<file path="src/rtl/complex_acc.sv">
// complex_acc -- coherent complex accumulator sitting downstream of complex_cal.
// Sums ACC_LEN signed complex samples per frame with per-component saturation
// and presents each completed frame on a valid/ready output register.
//
// Ports:
//   clk      rising-edge clock
//   rst      synchronous reset, active-high (priority over clr)
//   clr      synchronous flush of partial frame, output stage and overrun flag
//   din_vld  input sample valid (no backpressure)
//   din_re   input real part, signed D_WIDTH
//   din_im   input imag part, signed D_WIDTH
//   acc_vld  frame sum valid, held until accepted
//   acc_rdy  consumer ready; transfer on acc_vld & acc_rdy
//   acc_re   frame sum real, signed A_WIDTH
//   acc_im   frame sum imag, signed A_WIDTH
//   acc_sat  presented frame clamped in re or im
//   acc_ovr  sticky: a completed frame overwrote an unaccepted one
//   cnt      samples accumulated in the current frame
module complex_acc #(
  parameter int D_WIDTH = 8,
  parameter int A_WIDTH = 16,
  parameter int ACC_LEN = 16,
  parameter int C_WIDTH = 5
) (
  input  logic               clk,
  input  logic               rst,
  input  logic               clr,
  input  logic               din_vld,
  input  logic [D_WIDTH-1:0] din_re,
  input  logic [D_WIDTH-1:0] din_im,
  output logic               acc_vld,
  input  logic               acc_rdy,
  output logic [A_WIDTH-1:0] acc_re,
  output logic [A_WIDTH-1:0] acc_im,
  output logic               acc_sat,
  output logic               acc_ovr,
  output logic [C_WIDTH-1:0] cnt
);

  typedef enum logic {FR_IDLE, FR_ACC} frame_state_t;
  typedef enum logic {OUT_EMPTY, OUT_FULL} out_state_t;

  frame_state_t r_frame_state, w_frame_next;
  out_state_t   r_out_state, w_out_next;

  logic [A_WIDTH-1:0] r_run_re, r_run_im;
  logic               r_sat;
  logic [C_WIDTH-1:0] r_cnt;
  logic [A_WIDTH-1:0] r_acc_re, r_acc_im;
  logic               r_acc_sat;
  logic               r_acc_ovr;

  logic [A_WIDTH-1:0] w_sum_re, w_sum_im;
  logic               w_clip_re, w_clip_im;
  logic               w_last;
  logic               w_ovr_set;

  // Returns {clipped, result}: one guard bit detects overflow, which is then
  // replaced by the most positive / most negative representable value.
  function automatic logic [A_WIDTH:0] sat_add(input logic [A_WIDTH-1:0] a,
                                               input logic [D_WIDTH-1:0] b);
    logic [A_WIDTH:0] ext_b;
    logic [A_WIDTH:0] wide;
    logic [A_WIDTH:0] res;
    ext_b = {{(A_WIDTH+1-D_WIDTH){b[D_WIDTH-1]}}, b};
    wide  = {a[A_WIDTH-1], a} + ext_b;
    if (wide[A_WIDTH] != wide[A_WIDTH-1]) begin
      if (wide[A_WIDTH]) res = {1'b1, 1'b1, {(A_WIDTH-1){1'b0}}};
      else               res = {1'b1, 1'b0, {(A_WIDTH-1){1'b1}}};
    end else begin
      res = {1'b0, wide[A_WIDTH-1:0]};
    end
    return res;
  endfunction

  always_comb begin
    {w_clip_re, w_sum_re} = sat_add(r_run_re, din_re);
    {w_clip_im, w_sum_im} = sat_add(r_run_im, din_im);
    w_last    = din_vld && (r_cnt == C_WIDTH'(ACC_LEN - 1));
    w_ovr_set = w_last && (r_out_state == OUT_FULL) && !acc_rdy;

    w_frame_next = r_frame_state;
    unique case (r_frame_state)
      FR_IDLE: if (din_vld) w_frame_next = FR_ACC;
      FR_ACC:  if (w_last)  w_frame_next = FR_IDLE;
      default: w_frame_next = FR_IDLE;
    endcase

    // A completion always leaves the stage FULL: either it was empty, the old
    // frame is transferred this cycle, or the old frame is overwritten.
    w_out_next = r_out_state;
    unique case (r_out_state)
      OUT_EMPTY: if (w_last) w_out_next = OUT_FULL;
      OUT_FULL:  if (!w_last && acc_rdy) w_out_next = OUT_EMPTY;
      default:   w_out_next = OUT_EMPTY;
    endcase
  end

  always_ff @(posedge clk) begin
    if (rst || clr) begin
      r_frame_state <= FR_IDLE;
      r_out_state   <= OUT_EMPTY;
      r_run_re      <= '0;
      r_run_im      <= '0;
      r_sat         <= 1'b0;
      r_cnt         <= '0;
      r_acc_re      <= '0;
      r_acc_im      <= '0;
      r_acc_sat     <= 1'b0;
      r_acc_ovr     <= 1'b0;
    end else begin
      r_frame_state <= w_frame_next;
      r_out_state   <= w_out_next;
      if (din_vld) begin
        if (w_last) begin
          r_acc_re  <= w_sum_re;
          r_acc_im  <= w_sum_im;
          r_acc_sat <= r_sat | w_clip_re | w_clip_im;
          r_run_re  <= '0;
          r_run_im  <= '0;
          r_sat     <= 1'b0;
          r_cnt     <= '0;
        end else begin
          r_run_re <= w_sum_re;
          r_run_im <= w_sum_im;
          r_sat    <= r_sat | w_clip_re | w_clip_im;
          r_cnt    <= r_cnt + C_WIDTH'(1);
        end
      end
      if (w_ovr_set) r_acc_ovr <= 1'b1;
    end
  end

  assign acc_vld = (r_out_state == OUT_FULL);
  assign acc_re  = r_acc_re;
  assign acc_im  = r_acc_im;
  assign acc_sat = r_acc_sat;
  assign acc_ovr = r_acc_ovr;
  assign cnt     = r_cnt;

endmodule

</file>
<file path="config.mk">
export PLATFORM = sky130hd
export DESIGN_NAME = complex_acc
export DESIGN_NICKNAME = d
export VERILOG_FILES = /design/src/rtl/complex_acc.sv
export SDC_FILE = /design/constraint.sdc
export NUM_CORES = 1
export LEC_CHECK = 0
export ABC_AREA = 0
export CORE_ASPECT_RATIO = 0.5
export CORE_UTILIZATION = 55
export DETAILED_ROUTE_END_ITERATION = 7
export MAX_ROUTING_LAYER = met4
export PLACE_DENSITY_LB_ADDON = 0.25
export SYNTH_ARGS = -nofsm -noshare
export SYNTH_HDL_FRONTEND = slang
export SYNTH_SLANG_ARGS = --single-unit
export TNS_END_PERCENT = 100
</file>
<file path="constraint.sdc">
create_clock -name clk -period 10.49 [get_ports clk]
set_clock_uncertainty 0.2 [all_clocks]
set_input_delay 2.098 -clock clk [delete_from_list [all_inputs] [get_ports clk]]
set_output_delay 2.098 -clock clk [all_outputs]
set_load 0.01 [all_outputs]
</file>
==> Word-level counts from Yosys, hierarchy flattened <==
Index checks and enable logic that the tools add are counted.
{ "op_classes": {"n_addsub": 3, "eq_ne": 3, "mux": 11, "bitwise": 3, "n_reduce_logical": 8} }
{ "op_table": {"columns": ["operator", "count"], "rows": [
  ["16-bit two-way mux", 4],
  ["16-bit by 8-bit adder with 17-bit output", 2],
  ["17-bit two-way mux", 2],
  ["5-bit by 1-bit adder with 5-bit output (second input constant)", 1],
  ["5-bit by 4-bit equality test with 1-bit output (second input constant)", 1],
  ["5-bit two-way mux", 1],
  ["1-bit logical AND", 4],
  ["1-bit two-way mux", 3],
  ["1-bit logical NOT", 2],
  ["1-bit != test", 2],
  ["1-bit bitwise OR", 2],
  ["1-bit case mux with 2 select lines", 1],
  ["2-bit AND reduction", 1],
  ["1-bit logical OR", 1],
  ["1-bit NOT", 1]
]} }
{ "word_totals": {"regBits": 73, "in_bits": 21} }

==> Depth between registers and ports, before layout <==
{ "logic_depth": {"word_depth": 6, "ltp_mapped": 15} }

==> Worst setup path after synthesis <==
OpenSTA, ideal clock, no wires.
{ "synth_timing": {"kind": "input to register", "startpoint": "input port din_im[0]", "endpoint": "register r_acc_im[10] (netlist: acc_im[10])", "setup_time_ps": 86, "t_arrival_ps": 4906, "t_required_ps": 10204, "slack_ps": 5298, "path_stages": 15, "cell_sequence": "ha_1 inv_1 fa_1 nand2b_1 a21oi_1 o2111ai_1 o31a_1 nand2b_1 ha_1 clkbuf_1 nand2b_1 nor2_4 buf_4 a21oi_1 a211oi_1"} }
{ "synth_between": {"elab_chain_cells": 3, "elab_cells_between_ends": 4} }
{ "synth_lines": {"columns": ["element", "line_no", "rtl"], "rows": [
  ["start, declared", "30", "input logic [D_WIDTH-1:0] din_im,"],
  ["16-bit by 8-bit adder with 17-bit output *", "66", "wide = {a[A_WIDTH-1], a} + ext_b;"],
  ["16-bit two-way mux or 1-bit != test (tied branches)", "68, 67", null],
  ["17-bit two-way mux *", "67", "if (wide[A_WIDTH] != wide[A_WIDTH-1]) begin"],
  ["end signal, assigned", "117", "r_acc_im <= w_sum_im;"],
  ["end, declared", "49", "logic [A_WIDTH-1:0] r_acc_re, r_acc_im;"]
]} }
Every way passes the cells marked *; elsewhere a longest branch is shown, timed or not.
A chain may end at the register's enable or synchronous reset.

==> Worst setup path after layout <==
{ "layout_timing": {"startpoint": "input port din_im[0]", "endpoint": "register r_acc_im[7] (netlist: acc_im[7])"} }
Same word-level chain as after synthesis.

==> impl_metrics.csv <==
group,metric,value,unit
outcome,outcome,"completed",
floorplanning,die_area,8180,µm²
cts,hold_buffers,0,
grt,grt.total_usage,27.3,%
yosys,synth_cell_type_count,62,
floorplanning,start_util,57.8,%
cts,cts_setup_buffers,0,
cts,ctsResizeCount,0,
sta,fin_crit_sh,57.0,%
drt,drtPass1Iterations,4,
cts,path_clk_slew,60,ps
hold_path,holdPathStages,2,
yosys,synth_warnings,0,
drt,wl_per_cell,15.0,µm
sta,setup_viol,0,
cts,clock_latency,330,ps
run,max_cap_viol_count,0,
floorplanning,die_h,64.5,µm
placement,preCtsSetupSlack,4250,ps
cts,cts.path.max_buffers,2,
yosys,syn_area,4290,µm²
floorplanning,die_x,127,µm
layout,num-nets-final,627,
layout,final_core_util,70.5,%
hold_path,hold_path_class,"flop to flop",
floorplanning,num_rows,22,
worst_setup_path,worstPathMaxFanout,18,
cts,numCtsBuffers,9,
drt,drc,0,
yosys,synth_edf_count,0,
sta,hold_viol_final,0,
layout,fill_cells,629,
grt,antenna_found_initial,0,
drt,drt_iter0_drc,172,
yosys,synth_top_area_share,34.0,%
layout,diodes,0,
worst_setup_path,cp_common_cell,"nand2b_1",
grt,gr-total-overflow,0,
placement,finalWeightedCongestion,0.894,
cts,cts_tree,"done",
worst_setup_path,crit_path_top_delay_cell,"ha_1",
layout,mostFrequentLayoutCells,"73 x dfxtp_1, 62 x nand2_1, 60 x clkdlybuf4s50_1, 47 x nor2_1, 42 x a21oi_1",
sta,fin_crit,5980,ps
worst_setup_path,critical_path_class,"primary input to flop",
yosys,async_flop_share,0,%
drt,wl,10000,µm
placement,dp_cells,654,
sta,rsz0062_at_grt,"false",
floorplanning,ioPinCount,61,
drt,vias,3859,
drt,vias_per_cell,5.76,
placement,portBuffers,60,
yosys,synth-seq-area-share,34.0,%
worst_setup_path,worstPathArrival,6020,ps
placement,dp_hpwl,7200,µm
layout,synthToLayoutAreaGrowth,22.0,%
yosys,syn-num-nets,572,
worst_setup_path,slowest_delay,520,ps
drt,antenna_left,0,
yosys,syn-mean-instance-area,8.35,µm²
sta,tns,0,ps
yosys,ys.flop_type,"dfxtp_1",
cts,htreeDepth,3,
yosys,yosysTopAreaCell,"dfxtp_1",
yosys,synth-seq-cells,73,
layout,fin_cells,670,
sta,fin_ws,4510,ps
cts,cts-root-buf,"clkbuf_16",
grt,grt_max_degree,38,
power,total_power,0.760,mW
sta,drv_slew,0,
worst_setup_path,ff2ff_path_depth,13,
layout,drive_gt1_share,8.36,%
worst_setup_path,end_kind,"flop",
layout,final_common_cell,"dfxtp_1",
power,ir_drop,0.0805,mV
grt,grt_pass1_wl,17000,µm
yosys,postSynthCellCount,514,
yosys,synth.area.top_cells,"dfxtp_1 34%, ha_1 10%, nand2_1 5.4%, a21oi_1 4.9%, nor2_1 4.3%",
sta,slew_headroom,50.7,%
sta,fmax,167,MHz
cts,clock_sinks,73,
grt,first_global_vias,3602,
worst_setup_path,worst-endpoint-required,10530,ps
worst_setup_path,worstPathCellList,"clkdlybuf4s50_1 > ha_1 > inv_1 > fa_1 > nand2b_1 > a21oi_1 > o2111ai_1 > o31a_1 > nand2b_1 > ha_1 > nand2b_1 > nor2_4 > a21oi_1 > a211oi_1",
power,power_leakage,2.09,nW
sta,tightestPinTransition,733,ps
power,pwr_density_cell,145,nW/µm²
worst_setup_path,cp-start-kind,"primary input",
floorplanning,core_area,7430,µm²
-- critical path, delay by kind of cell --
kind / cells / cell delay, ps
simple gates: 4 / 1000
buf+inv: 2 / 520
compound gates: 5 / 1320
fa+ha+maj: 3 / 1070
-- area by class of cell --
cell class	instances	area (µm²)	area share, %
well taps	96	120	2.29
inverters	11	41.3	0.788
multi-input cells	411	2710	51.7
flip-flops and latches	73	1460	27.9
clock inverters	4	26.3	0.502
clock buffers	12	256	4.90
repair buffers	63	623	11.9
-- per-stage QoR --
step / hold slack [ps] / cell area [µm²]
after global routing: 275 / 5240
final: 250 / 5240
after global placement: 236 / 4950
after floorplan: 226 / 4290
after detailed placement: 241 / 4950
after CTS: 254 / 5240
-- routing by layer --
metal / wire, µm / track usage, % / vias to the layer above / share of wire, %
li1: - / - / 1970 / -
met3: 536 / 7.76 / 12 / 5.3
met5: 0 / - / - / 0
met1: 4780 / 34.1 / 1795 / 48
met2: 4590 / 43.4 / 82 / 46
met4: 127 / 8.04 / 0 / 1.3
-- worst paths after layout --
kind	from	endpoint	slack [ps]
min reg2reg	acc_re[3]	acc_re[3]	250
max reg2reg	r_run_im[0]	acc_im[7]	6410
min	acc_re[3]	acc_re[3]	250
max	din_im[0]	acc_im[7]	4510
-- cells in the mapped netlist (all sizes together), types with 7 or more instances --
cell / n
a21o: 8
inv: 11
a21oi: 42
o21a: 12
nor3: 14
xor2: 8
nand3: 8
nand2b: 15
clkbuf: 15
o211ai: 7
dfxtp: 73
a22o: 13
ha: 35
nand2: 62
a211oi: 12
nor2: 50
xnor2: 13
o21ai: 51
-- kinds of logic (layout without fill, tap and decap cells) --
| group | after synthesis | in the layout | share of synthesized area (%) |
|---|---|---|---|
| flip-flops | 73 | 73 | 34.0 |
| multiplexers | 5 | 5 | 1.28 |
| adder cells (fa/ha/maj) | 37 | 37 | 11.1 |
| XOR/XNOR | 21 | 21 | 4.28 |
| AO/OA/AOI/OAI | 171 | 171 | 26.9 |
| AND/OR/NAND/NOR | 177 | 177 | 19.4 |
| buffers and inverters | 30 | 90 | 2.97 |
-- where the power goes --
part / total (mW) / leakage [nW] / internal (mW) / switching [mW]
sequential: 0.293 / 0.591 / 0.287 / 0.00645
combinational: 0.177 / 1.36 / 0.0709 / 0.106
clock: 0.290 / 0.139 / 0.173 / 0.117
-- flip-flops by register name, summed over array words and instances, names as in the netlist --
register  cells
acc_im       16
acc_sat       1
r_sat         1
acc_ovr       1
cnt           5
r_run_re     16
acc_vld       1
r_run_im     16
acc_re       16
Note: power is estimated with default switching activity, not from simulation.
